<file path="src/rtl/axi_data_wr_top.sv">
// AXI4 write master: moves a byte-sized transfer from BRAM or an AXI-Stream
// source into AXI memory as BURST_BEATS-sized bursts, one burst outstanding.
module axi_data_wr_top #(
  parameter int unsigned AXI_ADDR_WIDTH      = 64,
  parameter int unsigned AXI_DATA_WIDTH      = 512,
  parameter int unsigned AXI_XFER_SIZE_WIDTH = 32,
  parameter int unsigned BURST_BEATS         = 16,
  parameter int unsigned BRAM_DELAY          = 1
) (
  input  logic                           clk,
  input  logic                           rst_n,
  // AXI write address channel
  output logic                           axi_awvalid,
  input  logic                           axi_awready,
  output logic [AXI_ADDR_WIDTH-1:0]      axi_awaddr,
  output logic [7:0]                     axi_awlen,
  // AXI write data channel
  output logic                           axi_wvalid,
  input  logic                           axi_wready,
  output logic [AXI_DATA_WIDTH-1:0]      axi_wdata,
  output logic                           axi_wlast,
  // AXI write response channel
  input  logic                           axi_bvalid,
  output logic                           axi_bready,
  // command interface
  input  logic [31:0]                    i_axi_wr_command,
  input  logic                           i_axi_wr_start,
  output logic                           o_axi_wr_done,
  input  logic [AXI_ADDR_WIDTH-1:0]      i_axi_wr_base_addr,
  input  logic [AXI_ADDR_WIDTH-1:0]      data_ptr,
  input  logic [AXI_XFER_SIZE_WIDTH-1:0] data_size_bytes,
  // BRAM read port
  output logic                           bram_rd_en,
  output logic [AXI_ADDR_WIDTH-1:0]      bram_rd_addr,
  input  logic [AXI_DATA_WIDTH-1:0]      bram_rd_data,
  // decoder stream source
  input  logic [AXI_DATA_WIDTH-1:0]      s_axis_tdata,
  input  logic                           s_axis_tvalid,
  output logic                           s_axis_tready,
  input  logic                           s_axis_tlast
);

  localparam int unsigned AW    = AXI_ADDR_WIDTH;
  localparam int unsigned DW    = AXI_DATA_WIDTH;
  localparam int unsigned XW    = AXI_XFER_SIZE_WIDTH;
  localparam int unsigned BPB   = DW / 8;
  localparam int unsigned LG    = $clog2(BPB);
  localparam int unsigned DEPTH = BRAM_DELAY + 2;
  localparam int unsigned PW    = $clog2(DEPTH);
  localparam int unsigned CW    = $clog2(DEPTH + 1);

  typedef enum logic [1:0] {
    S_IDLE = 2'd0,
    S_ADDR = 2'd1,
    S_DATA = 2'd2,
    S_RESP = 2'd3
  } state_e;

  state_e          state_q, state_d;
  logic            cmd_q, cmd_d;            // 1 = stream source, 0 = BRAM source
  logic [AW-1:0]   ptr_q, ptr_d;            // beat-aligned destination base
  logic [AW-1:0]   rd_addr_q, rd_addr_d;    // next BRAM word to read
  logic [XW-1:0]   total_q, total_d;        // beats in the whole transfer
  logic [XW-1:0]   sent_q, sent_d;          // beats accepted on W so far
  logic [7:0]      len_q, len_d;            // awlen of the burst in flight
  logic [7:0]      beat_q, beat_d;          // beat index inside the burst
  logic [8:0]      rd_iss_q, rd_iss_d;      // BRAM reads issued for this burst
  logic [BRAM_DELAY-1:0] pipe_q, pipe_d;    // BRAM reads in flight
  logic [PW-1:0]   wr_ptr_q, wr_ptr_d;
  logic [PW-1:0]   rd_ptr_q, rd_ptr_d;
  logic [CW-1:0]   cnt_q, cnt_d;
  logic [DW-1:0]   mem_q [DEPTH];

  logic [XW-1:0]   remaining_c;
  logic [8:0]      cur_len_c;
  logic [8:0]      rd_lim_c;
  logic [XW-1:0]   size_beats_c;
  logic [CW:0]     credit_used_c;
  logic            fifo_push_c;
  logic            fifo_pop_c;
  logic            w_fire_c;
  logic            cmd_ok_c;
  logic            in_data_c;
  logic            unused_ok;

  assign unused_ok = ^{s_axis_tlast, data_ptr[LG-1:0]};

  // Burst sizing and FIFO credit arithmetic
  assign remaining_c   = total_q - sent_q;
  assign cur_len_c     = (remaining_c > XW'(BURST_BEATS)) ? 9'(BURST_BEATS) : 9'(remaining_c);
  assign rd_lim_c      = (state_q == S_ADDR) ? cur_len_c : ({1'b0, len_q} + 9'd1);
  assign size_beats_c  = XW'(data_size_bytes >> LG) + XW'(|data_size_bytes[LG-1:0]);
  assign credit_used_c = (CW+1)'(cnt_q) + (CW+1)'($countones(pipe_q));
  assign cmd_ok_c      = (i_axi_wr_command == 32'd0) || (i_axi_wr_command == 32'd1);
  assign in_data_c     = (state_q == S_DATA);

  // Channel outputs derived from registered state, gated by FSM state
  assign o_axi_wr_done = (state_q == S_IDLE);
  assign axi_awvalid   = (state_q == S_ADDR) && (remaining_c != '0);
  assign axi_awaddr    = axi_awvalid ? (ptr_q + (AW'(sent_q) << LG)) : '0;
  assign axi_awlen     = axi_awvalid ? 8'(cur_len_c - 9'd1) : '0;
  assign axi_bready    = (state_q == S_RESP);
  assign axi_wvalid    = in_data_c && (cmd_q ? s_axis_tvalid : (cnt_q != '0));
  assign axi_wlast     = in_data_c && (beat_q == len_q);
  assign axi_wdata     = in_data_c ? (cmd_q ? s_axis_tdata : mem_q[rd_ptr_q]) : '0;
  assign s_axis_tready = in_data_c && cmd_q && axi_wready;
  assign bram_rd_en    = !cmd_q && ((state_q == S_ADDR) || in_data_c) &&
                         (rd_iss_q < rd_lim_c) && (credit_used_c < (CW+1)'(DEPTH));
  assign bram_rd_addr  = rd_addr_q;

  assign w_fire_c    = axi_wvalid && axi_wready;
  assign fifo_pop_c  = w_fire_c && !cmd_q;
  assign fifo_push_c = pipe_q[BRAM_DELAY-1];

  // State register and datapath registers
  always_ff @(posedge clk or negedge rst_n) begin
    if (!rst_n) begin
      state_q   <= S_IDLE;
      cmd_q     <= 1'b0;
      ptr_q     <= '0;
      rd_addr_q <= '0;
      total_q   <= '0;
      sent_q    <= '0;
      len_q     <= '0;
      beat_q    <= '0;
      rd_iss_q  <= '0;
      pipe_q    <= '0;
      wr_ptr_q  <= '0;
      rd_ptr_q  <= '0;
      cnt_q     <= '0;
    end else begin
      state_q   <= state_d;
      cmd_q     <= cmd_d;
      ptr_q     <= ptr_d;
      rd_addr_q <= rd_addr_d;
      total_q   <= total_d;
      sent_q    <= sent_d;
      len_q     <= len_d;
      beat_q    <= beat_d;
      rd_iss_q  <= rd_iss_d;
      pipe_q    <= pipe_d;
      wr_ptr_q  <= wr_ptr_d;
      rd_ptr_q  <= rd_ptr_d;
      cnt_q     <= cnt_d;
    end
  end

  // Read-data FIFO storage, filled when a BRAM read matures
  always_ff @(posedge clk or negedge rst_n) begin
    if (!rst_n) begin
      for (int i = 0; i < int'(DEPTH); i++) mem_q[i] <= '0;
    end else if (fifo_push_c) begin
      mem_q[wr_ptr_q] <= bram_rd_data;
    end
  end

  // Next-state: FSM transitions, beat/read bookkeeping and FIFO pointers
  always_comb begin
    state_d   = state_q;
    cmd_d     = cmd_q;
    ptr_d     = ptr_q;
    rd_addr_d = rd_addr_q;
    total_d   = total_q;
    sent_d    = sent_q;
    len_d     = len_q;
    beat_d    = beat_q;
    rd_iss_d  = rd_iss_q;
    pipe_d    = BRAM_DELAY'({pipe_q, bram_rd_en});
    wr_ptr_d  = wr_ptr_q;
    rd_ptr_d  = rd_ptr_q;
    cnt_d     = cnt_q;

    unique case (state_q)
      S_IDLE: begin
        if (i_axi_wr_start && cmd_ok_c) begin
          cmd_d     = i_axi_wr_command[0];
          ptr_d     = {data_ptr[AW-1:LG], LG'(0)};
          rd_addr_d = i_axi_wr_base_addr;
          total_d   = size_beats_c;
          sent_d    = '0;
          rd_iss_d  = '0;
          state_d   = S_ADDR;
        end
      end
      S_ADDR: begin
        if (remaining_c == '0) begin
          state_d = S_IDLE;
        end else if (axi_awready) begin
          len_d   = axi_awlen;
          beat_d  = '0;
          state_d = S_DATA;
        end
      end
      S_DATA: begin
        if (w_fire_c) begin
          sent_d = sent_q + XW'(1);
          beat_d = beat_q + 8'd1;
          if (axi_wlast) state_d = S_RESP;
        end
      end
      S_RESP: begin
        if (axi_bvalid) begin
          if (remaining_c != '0) begin
            rd_iss_d = '0;
            state_d  = S_ADDR;
          end else begin
            state_d  = S_IDLE;
          end
        end
      end
      default: state_d = S_IDLE;
    endcase

    // BRAM reads only happen in ADDR/DATA, where rd_iss is never cleared
    if (bram_rd_en) begin
      rd_iss_d  = rd_iss_q + 9'd1;
      rd_addr_d = rd_addr_q + AW'(1);
    end

    if (fifo_push_c) wr_ptr_d = (wr_ptr_q == PW'(DEPTH - 1)) ? '0 : wr_ptr_q + PW'(1);
    if (fifo_pop_c)  rd_ptr_d = (rd_ptr_q == PW'(DEPTH - 1)) ? '0 : rd_ptr_q + PW'(1);
    if (fifo_push_c && !fifo_pop_c)      cnt_d = cnt_q + CW'(1);
    else if (fifo_pop_c && !fifo_push_c) cnt_d = cnt_q - CW'(1);
  end

endmodule

</file>
<file path="config.mk">
export PLATFORM = sky130hd
export DESIGN_NAME = axi_data_wr_top
export DESIGN_NICKNAME = d
export VERILOG_FILES = /design/src/rtl/axi_data_wr_top.sv
export SDC_FILE = /design/constraint.sdc
export NUM_CORES = 2
export LEC_CHECK = 0
export ABC_AREA = 1
export CAP_MARGIN = 25
export CORE_AREA = 2 2 738 740
export CTS_CLUSTER_SIZE = 16
export DETAILED_ROUTE_END_ITERATION = 7
export DIE_AREA = 0 0 740 742
export PLACE_DENSITY = 0.41
export SYNTH_ARGS = -nofsm -noshare
export SYNTH_HDL_FRONTEND = slang
export SYNTH_SLANG_ARGS = --single-unit
</file>
<file path="constraint.sdc">
create_clock -name clk -period 12.5 [get_ports clk]
set_input_delay 3.75 -clock clk [delete_from_list [all_inputs] [get_ports clk]]
set_output_delay 3.75 -clock clk [all_outputs]
set_load 0.02 [all_outputs]
</file>
==> out/metrics.yaml <==
grt_pass1_wl_um: 714500
clkTransAtPathRegs_ns: 0.06
cts_buffers: 226
hold_class: "reg2reg"
postSynth.asyncResetShare_pct: 100.0
dr.pass1.iters: 6
final_nets: 13700
yosysSeqAreaShare_pct: 50.24
finalCritPeriodShare_pct: 88.33
die_height_um: 742
cp.required_ns: 8.75
grt_overflow_total: 0
grt_usage_pct: 18.24
fin_skew_ns: 0.09239
area_delta_synth_final_pct: 39.56
worstSetupPathType: "reg2out"
worst_pin_slew_ns: 1.203
cts_setup_buffers: 0
leakage_nw: 51.45
reg2reg_from: "sent_q[5]"
num_vias: 86960
cts_tree: "built"
fin_hold_ws_ns: 0.4813
fmax_mhz: 90.57
drcViolationCount: 0
start_util_pct: 16.10
post-place-cells: 19380
cp.arrival_ns: 7.29
hold_buffers: 0
end_kind: "primary output"
drv_slew: 0
routabilityCongestion: 0.8975
hold_end: "mem_q[893]"
ys_seq_elements: 1752
clock_sinks: 1752
post-dp-hpwl_um: 395900
drive_gt1_share_pct: 4.656
startpoint_type: "flop"
synth_top_flop_cell: "dfrtp_1"
rows: 271
final_cell_mix: "nand2_1, o21ai_0, clkdlybuf4s50_1, dfrtp_1, inv_1"
worstPathMaxFanout: 74
placed_area_um2: 113800
setup_viol: 0
drt-initial-drc-count: 7601
min_period_ns: 11.04
rsz0062_at_grt: "no"
htreeDepth: 4
whs_path_depth: 2
tns_ns: 0
cts-root-buf: "clkbuf_16"
synth_edf_count: 0
routed_wl_um: 522400
ys.warnings.count: 0
ir_worst_vdd_uv: 153.8
outcome: "finished clean"
portBuffers: 1863
r2r_slack_ns: 5.71
hold_path_startpoint: "mem_q[893]"
cap_violations: 0
antenna_left: 0
final_cells: 19920
grt_antenna_before_repair: 296
finish.utilization_pct: 22.47
reg2reg_depth: 29
r2r_end: "bram_rd_addr[9]"
layout_commonest_cell: "nand2_1"
grt_pass1_vias: 84160
post_drt_wl_per_cell_um: 26.23
die-area_um2: 549100
grt_max_degree: 187
core_um2: 542200
hold_viol_final: 0
cts_buffer_depth: 4
viasPerCell: 4.366
die_w_um: 740
post_synth.cell_area_avg_um2: 8.005
io-pin-count: 1879
power-per-cell-area_nw_per_um2: 234.8
slew_headroom_pct: 18.95
syn_area_um2: 87270
yosysUniqueCellTypes: 51
synth_cells: 10900
stdcell_area_um2: 121800
worstSkewPairLatency_ns: 0.96
postCtsResizedCells: 0
==> sequential cells by signal (all words and copies together) (netlist names), named ones only <==
| register | count |
|---|---|
| mem_q | 1536 |
| bram_rd_addr | 64 |
| ptr_q | 58 |
| sent_q | 32 |
| total_q | 27 |
| rd_iss_q | 9 |
| beat_q | 8 |
| len_q | 8 |
| cnt_q | 2 |
| rd_ptr_q | 2 |
| wr_ptr_q | 2 |
| cmd_q | 1 |
| fifo_push_c | 1 |
| state_q | 1 |
==> worst max path at each step <==
stage,start,endpoint
after floorplan,s_axis_tvalid,axi_wvalid
after global placement,sent_q[5],bram_rd_en
after detailed placement,sent_q[0],bram_rd_en
after CTS,sent_q[0],bram_rd_en
after global routing,sent_q[5],bram_rd_en
final,sent_q[5],bram_rd_en
==> cell usage after synthesis, types with 4 or more instances <==
cell | count | area [um^2]
a21oi_1 | 196 | 980.9
a22oi_1 | 352 | 2643
a31oi_1 | 463 | 2897
a41oi_1 | 63 | 551.8
buf_1 | 28 | 105.1
buf_2 | 19 | 95.09
buf_4 | 10 | 75.07
buf_6 | 4 | 45.04
clkbuf_1 | 751 | 2819
dfrtp_1 | 1752 | 43840
ha_1 | 84 | 1051
inv_1 | 852 | 3198
inv_2 | 4 | 15.01
nand2_1 | 2629 | 9868
nand2_2 | 5 | 31.28
nand3_1 | 782 | 3914
nand3b_1 | 5 | 37.54
nand4_1 | 62 | 387.9
nor2_1 | 293 | 1100
nor3_1 | 91 | 455.4
nor3b_1 | 6 | 45.04
nor4_1 | 46 | 287.8
o21a_1 | 4 | 30.03
o21ai_0 | 2177 | 10900
o21ai_1 | 5 | 25.02
o21bai_1 | 5 | 37.54
o31ai_1 | 15 | 112.6
or2_2 | 9 | 56.30
xnor2_1 | 49 | 429.2
xor2_1 | 108 | 945.9
==> layout make-up <==
cell class	instances	area (um^2)
Sequential cell	1752	43850
Tap cell	7234	9051
Fill cell	60350	420400
Clock buffer	350	6804
Timing Repair Buffer	2059	20610
Antenna cell	120	300.3
Inverter	857	3234
Multi-Input combinational cell	7489	37180
Clock inverter	58	772.0
==> cells by family after synthesis <==
| family | after synthesis | share of synthesized area, % |
|---|---|---|
| AO/OA/AOI/OAI | 3294 | 20.95 |
| adder cells (fa/ha/maj) | 86 | 1.250 |
| AND/OR/NAND/NOR | 3943 | 18.69 |
| buffers and inverters | 1669 | 7.283 |
| XOR/XNOR | 157 | 1.576 |
| flip-flops | 1752 | 50.24 |
| multiplexers | 1 | 0.01147 |
| other | 1 | 0.004297 |
==> where the power goes <==
part | internal (mW) | switching, mW
clock network | 3.98 | 2.81
logic | 3.96 | 8.12
registers | 8.28 | 1.46
total | 16.2 | 12.4
==> layer usage <==
metal	part of all wire [%]	routed length [um]	vias to the layer above	global-route usage, %
li1	-	-	40050	-
met1	43	223200	42690	23.56
met2	45	237500	3272	29.16
met3	8.0	41890	788	5.256
met4	3.6	18770	164	5.940
met5	0.21	1085	-	0
==> worst max-delay path, cell delays in order (launching register included) <==
cell	delay (ns)
dfrtp_1	0.49
inv_1	0.23
ha_1	0.44
nand2_1	0.10
nor2_1	0.39
nand2_1	0.14
inv_1	0.07
nand2_1	0.06
nand2_1	0.11
nand2_1	0.12
nand2_1	0.12
nand2_1	0.06
nand2_1	0.09
nand3_1	0.08
nor2_1	0.31
nand2_1	0.13
nor2_1	0.27
nand2_1	0.15
nor2_1	0.14
a31oi_1	0.09
ha_1	0.33
a21oi_1	0.12
o21ai_0	0.09
a21o_1	0.16
a221oi_1	0.62
nand2_4	0.57
inv_2	0.20
clkdlybuf4s50_1	0.62
==> through the flow <==
stage,power (mW),setup WS (ns)
after CTS,28.90,1.459
after global routing,30.56,0.9525
final,28.60,1.459
after detailed placement,21.93,2.476
after global placement,21.78,2.534
after floorplan,16.28,4.510
Power figures use the tool's default switching activity.
